**src/rtl/run_sequencer_pkg.sv**
```systemverilog
// Shared definitions for the run sequencer: FSM state encoding and a small state helper.
package run_sequencer_pkg;

  typedef enum logic [2:0] {
    RS_IDLE,
    RS_LAUNCH,
    RS_RUN,
    RS_DONE,
    RS_TIMEOUT
  } run_state_t;

  // LAUNCH and RUN are the states in which a run is in flight and time is charged to it.
  function automatic logic is_active(input run_state_t s);
    return (s == RS_LAUNCH) || (s == RS_RUN);
  endfunction

endpackage

```
**src/rtl/run_sequencer_sat_counter.sv**
```systemverilog
// Saturating up-counter: synchronous clear has priority over enable; holds at all-ones.
module sat_counter #(
  parameter int W = 8
) (
  input  logic         clock,
  input  logic         reset,
  input  logic         clr,
  input  logic         en,
  output logic [W-1:0] q
);

  localparam logic [W-1:0] MAX_VAL = {W{1'b1}};

  logic [W-1:0] count_reg;

  always_ff @(posedge clock or posedge reset) begin
    if (reset) begin
      count_reg <= '0;
    end else if (clr) begin
      count_reg <= '0;
    end else if (en && (count_reg != MAX_VAL)) begin
      count_reg <= count_reg + W'(1);
    end
  end

  assign q = count_reg;

endmodule

```
**src/rtl/run_sequencer.sv**
```systemverilog
// Launch/monitor stage for the CPU core: holds req across the divided core clock, then
// waits for a filtered ack, reporting done / timeout and the cycles spent on the run.
module run_sequencer
  import run_sequencer_pkg::*;
#(
  parameter int REQ_CYCLES     = 4,
  parameter int ACK_FILTER     = 2,
  parameter int TIMEOUT_CYCLES = 100000,
  parameter int COUNT_W        = 20
) (
  input  logic               clock,
  input  logic               reset,
  input  logic               start,
  input  logic               abort,
  input  logic               ack,
  output logic               req,
  output logic               busy,
  output logic               done,
  output logic               timed_out,
  output logic [COUNT_W-1:0] cycle_count
);

  localparam int LAUNCH_W = (REQ_CYCLES > 1) ? $clog2(REQ_CYCLES) : 1;
  localparam int FILTER_W = (ACK_FILTER > 1) ? $clog2(ACK_FILTER) : 1;
  localparam logic [LAUNCH_W-1:0] LAUNCH_LAST = LAUNCH_W'(REQ_CYCLES - 1);
  localparam logic [FILTER_W-1:0] FILTER_LAST = FILTER_W'(ACK_FILTER - 1);
  localparam logic [COUNT_W-1:0]  TIMEOUT_VAL = COUNT_W'(TIMEOUT_CYCLES);

  run_state_t          state_reg, state_next;
  logic [LAUNCH_W-1:0] launch_cnt_reg, launch_cnt_next;
  logic [FILTER_W-1:0] filter_reg, filter_next;
  logic                ack_reg;
  logic                req_reg, req_next;
  logic                busy_reg, busy_next;
  logic                done_reg, done_next;
  logic                timed_out_reg, timed_out_next;
  logic                count_clr, count_en;
  logic                ack_qualified;
  logic                budget_spent;
  logic [COUNT_W-1:0]  count_q;

  sat_counter #(
    .W(COUNT_W)
  ) u_cycle_count (
    .clock (clock),
    .reset (reset),
    .clr   (count_clr),
    .en    (count_en),
    .q     (count_q)
  );

  // Qualification happens on the edge that would push the filter to ACK_FILTER.
  assign ack_qualified = ack_reg && (filter_reg == FILTER_LAST);
  assign budget_spent  = (count_q >= TIMEOUT_VAL);

  always_comb begin
    state_next      = state_reg;
    launch_cnt_next = launch_cnt_reg;
    filter_next     = '0;
    req_next        = req_reg;
    busy_next       = busy_reg;
    done_next       = done_reg;
    timed_out_next  = timed_out_reg;
    count_clr       = 1'b0;
    count_en        = is_active(state_reg);

    case (state_reg)
      RS_IDLE, RS_DONE, RS_TIMEOUT: begin
        if (start) begin
          state_next      = RS_LAUNCH;
          launch_cnt_next = '0;
          count_clr       = 1'b1;
          done_next       = 1'b0;
          timed_out_next  = 1'b0;
          req_next        = 1'b1;
          busy_next       = 1'b1;
        end
      end

      RS_LAUNCH: begin
        if (abort) begin
          state_next = RS_IDLE;
          req_next   = 1'b0;
          busy_next  = 1'b0;
        end else if (launch_cnt_reg == LAUNCH_LAST) begin
          state_next = RS_RUN;
          req_next   = 1'b0;
        end else begin
          launch_cnt_next = launch_cnt_reg + LAUNCH_W'(1);
        end
      end

      RS_RUN: begin
        if (abort) begin
          state_next = RS_IDLE;
          req_next   = 1'b0;
          busy_next  = 1'b0;
        end else if (ack_qualified) begin
          state_next = RS_DONE;
          done_next  = 1'b1;
          busy_next  = 1'b0;
        end else if (budget_spent) begin
          // The count is left at the budget value so the host sees exactly what was spent.
          state_next     = RS_TIMEOUT;
          timed_out_next = 1'b1;
          busy_next      = 1'b0;
          count_en       = 1'b0;
        end else begin
          filter_next = ack_reg ? (filter_reg + FILTER_W'(1)) : '0;
        end
      end

      default: begin
        state_next = RS_IDLE;
        req_next   = 1'b0;
        busy_next  = 1'b0;
      end
    endcase
  end

  always_ff @(posedge clock or posedge reset) begin
    if (reset) begin
      state_reg      <= RS_IDLE;
      launch_cnt_reg <= '0;
      filter_reg     <= '0;
      ack_reg        <= 1'b0;
      req_reg        <= 1'b0;
      busy_reg       <= 1'b0;
      done_reg       <= 1'b0;
      timed_out_reg  <= 1'b0;
    end else begin
      state_reg      <= state_next;
      launch_cnt_reg <= launch_cnt_next;
      filter_reg     <= filter_next;
      ack_reg        <= ack;
      req_reg        <= req_next;
      busy_reg       <= busy_next;
      done_reg       <= done_next;
      timed_out_reg  <= timed_out_next;
    end
  end

  assign req         = req_reg;
  assign busy        = busy_reg;
  assign done        = done_reg;
  assign timed_out   = timed_out_reg;
  assign cycle_count = count_q;

endmodule

```
**config.mk**
```make
export PLATFORM = sky130hd
export DESIGN_NAME = run_sequencer
export DESIGN_NICKNAME = d
export VERILOG_FILES = /design/src/rtl/run_sequencer_pkg.sv /design/src/rtl/run_sequencer_sat_counter.sv /design/src/rtl/run_sequencer.sv
export SDC_FILE = /design/constraint.sdc
export NUM_CORES = 1
export LEC_CHECK = 0
export BUFFER_PORTS_ARGS = -buffer_cell sky130_fd_sc_hd__buf_2
export CAP_MARGIN = 20
export CORE_ASPECT_RATIO = 1.1
export CORE_MARGIN = 5
export CORE_UTILIZATION = 37
export CTS_CLUSTER_SIZE = 24
export DETAILED_ROUTE_END_ITERATION = 10
export GPL_ROUTABILITY_DRIVEN = 0
export GPL_TIMING_DRIVEN = 0
export PLACE_DENSITY = 0.61
export SLEW_MARGIN = 25
export SYNTH_ARGS = -nofsm -noshare
export SYNTH_HDL_FRONTEND = slang
export SYNTH_SLANG_ARGS = --single-unit
```
**constraint.sdc**
```tcl
create_clock -name clock -period 2.7 [get_ports clock]
set_input_delay 0 -clock clock [delete_from_list [all_inputs] [get_ports clock]]
set_output_delay 0 -clock clock [all_outputs]
set_load 0.02 [all_outputs]
```
==> key figures <==
Drt
  – Via Count: 1563
  – DRC violations left: 0
  – WL final: 4120 microns
  – Post-route ant nets: 0
  – WL/cell: 14.7 microns
  – First-pass iteration count of the detailed router: 4
  – Drt first-iter violations: 51
  – Vias per inst: 5.56

Clock tree
  – Number of buffers created by CTS: 5
  – Clock transition at path regs: 0.07 ns
  – CTS Buffer Depth: 2
  – Number of levels in the clock H-tree: 2
  – Root Driver: clkbuf_8
  – Post-CTS sizing: 0
  – CTS tree: yes
  – Insertion delay to the later sink of the worst-skew pair: 0.29 ns
  – Post-CTS Repair Setup Buffers: 0
  – Clk sinks: 31

Setup path
  – Crit Path Max Fanout: 10
  – Flop2flop setup slack: 0.55 ns
  – Critical R2R Launch: u_cycle_count.q[14]$_DFFE_PP0P_
  – Startpoint types: flop
  – Critical path origin: u_cycle_count.q[14]$_DFFE_PP0P_
  – Worst EP arrival: 2.35 ns
  – RR Endpoint: u_cycle_count.q[13]$_DFFE_PP0P_
  – CP Capture Type: flop
  – Kind of critical path: flop to flop
  – CP required: 2.90 ns
  – Worst R2R Path Depth: 7

Floorplanning
  – Rows: 26
  – Core area: 0.00465 sq mm
  – Die height: 82.8 microns
  – I/O Pins: 29
  – Die width: 76.2 microns
  – Initial core utilization: 38.4%
  – DIE AREA: 0.00631 sq mm

Timing
  – Crit path time final: 2.15 ns
  – RSZ-0062 raised after global routing: false
  – Slew @ Worst Pin: 0.649 ns
  – Crit share post-route: 79.6%
  – Slew HR: 56.7%
  – Worst Clk Skew: 0.00795 ns
  – Max-slew violation count: 0
  – Hold Fails Final Rpt: 0
  – Fmax: 0.465 GHz
  – Setup TNS: 0 ns
  – Finish-stage setup viols: 0

Worst hold path
  – Number of cells on the worst hold path: 3
  – HP Start: abort
  – Worst hold endpoint: filter_reg$_DFF_PP0_
  – Min-delay worst type: primary input to flop

Synth
  – Post-synth EDFFs: 0
  – Synth area leader: dfrtp_1
  – Post-synth top cells: 31 x dfrtp_1, 16 x o21ai_0, 15 x nand2_1, 13 x nand3_1
  – Post-synthesis async set-or-reset flop share: 100%
  – Synth cell types: 50
  – Sequential cell area fraction in the yosys report: 43.5%
  – Synth area leaders: dfrtp_1 43%, o21ai_0 4.5%, nand3_1 3.6%
  – Mapped Avg Cell Area: 9.54 sq um
  – Main synth FF type: dfrtp_1
  – Synth Net Count: 195
  – Syn. warnings: 0
  – Post-Synthesis Cells: 187
  – Most frequent cell after synthesis: dfrtp_1
  – Area fraction of the dominant cell type after synthesis: 43.5%
  – Synthesis-stage register bit count: 31
  – Mapped Area: 0.00178 sq mm

Run
  – Number of max-cap violations: 0

Final layout
  – Final Util: 45.1%
  – Max reg flops: 20
  – Share of cells above drive strength 1: 21.3%
  – Final Net Count: 232
  – Inserted Diodes: 0
  – P&R area growth vs syn: 17.5%
  – Filler cells: 468

GRT
  – Largest net degree at the start of global routing: 32
  – First-pass GRT wire length: 7320 microns
  – Initial antenna violation count: 0
  – Vias in the first global route: 1502
  – GRT Total Usage: 13.9%
  – Gr ovfl total: 0

Power
  – P per Cell Area: 779 mW/mm^2
  – Max VDD drop: 0.369 mV
  – LEAKAGE: 0.943 nW

Placed design
  – Post-DP HPWL: 2930 microns
  – # port buffers: 28

Status
  – Status: finished, final reports clean
[repair_timing]
| action | CTS | global route |
|---|---|---|
| setup endpoints to repair | 0 | 0 |
| endpoints found under the hold margin | 32 | 0 |
| hold buffers | 2 | 0 |
[power by group]
group	internal, W	total (W)	switching [W]	leakage (nW)
clock network	0.000181	0.000358	0.000177	0.0422
registers	0.000545	0.000635	0.0000891	0.416
logic	0.000224	0.000640	0.000417	0.485
total	0.000950	0.00163	0.000683	0.943
[kinds of logic after synthesis]
kind of cell | after synthesis | synth area share (%)
AOI/OAI and AO/OA | 57 | 22.7
xor gates and xnor gates | 4 | 1.96
adders and majority gates | 3 | 2.10
buffers and inverters | 14 | 3.37
DFF | 31 | 43.5
muxes | 3 | 1.75
and+or+nand+nor | 75 | 24.7
[worst max-delay path: stages (launching register included)]
cell and delay, ns:
dfrtp_1 0.43, nor4_1 0.30, o21ai_1 0.18, a31oi_4 0.39, o211ai_2 0.16, buf_6 0.16, or3_1 0.30, a21oi_1 0.14
[worst max path at each step]
| stage | cells past startpoint | to | slack (ns) |
|---|---|---|---|
| global route | 6 | u_cycle_count.q[6]$_DFFE_PP0P_ | 0.39 |
| detailed placement | 7 | u_cycle_count.q[13]$_DFFE_PP0P_ | 0.56 |
| global placement | 7 | u_cycle_count.q[11]$_DFFE_PP0P_ | 0.53 |
| finish | 7 | u_cycle_count.q[13]$_DFFE_PP0P_ | 0.55 |
| CTS | 7 | u_cycle_count.q[11]$_DFFE_PP0P_ | 0.54 |
| floorplan | 6 | u_cycle_count.q[6]$_DFFE_PP0P_ | 0.73 |
[layout by cell type (no fill, tap or decap), types with 3 or more instances in the layout]
cell	count
nand3_1	13
clkbuf_8	5
nor2b_1	4
xor2_1	3
nand2b_1	3
a21oi_1	11
o41ai_1	3
or3_1	8
inv_1	9
ha_1	3
dfrtp_1	31
o21ai_0	16
nor2_1	11
nand2_1	15
nor3_1	4
buf_2	28
o211ai_1	5
o31ai_1	4
clkbuf_1	5
[metal layers]
metal	global-route usage (%)	wire length, microns	up-vias
met3	3.14	135	6
met2	22.1	1940	24
met5	0	0	-
met4	5.72	79	0
met1	18.1	1970	758
li1	-	-	775
[through the flow]
step                      setup WS (ns)  power [W]  hold WS (ns)  instance area [sq um]  std cells
after global placement            0.534    0.00128         0.110                   1990        271
after detailed placement          0.561    0.00129         0.113                   1990        271
after floorplan                   0.726    0.00111        0.0314                   1780        187
final                             0.551    0.00163         0.112                   2100        281
after global routing              0.389    0.00176         0.126                   2100        281
after CTS                         0.536    0.00165         0.103                   2100        281
[layout make-up]
cell class | count | area [sq um] | area share, %
multi-input cells | 142 | 948 | 45.3
flip-flops and latches | 31 | 776 | 37.0
repair buffers | 30 | 160 | 7.64
clock buffers | 7 | 76.3 | 3.64
well taps | 56 | 70.1 | 3.34
inverters | 10 | 37.5 | 1.79
plain buffers | 4 | 22.5 | 1.07
clock inverters | 1 | 5.00 | 0.239
Note: power is estimated with default switching activity, not from simulation.
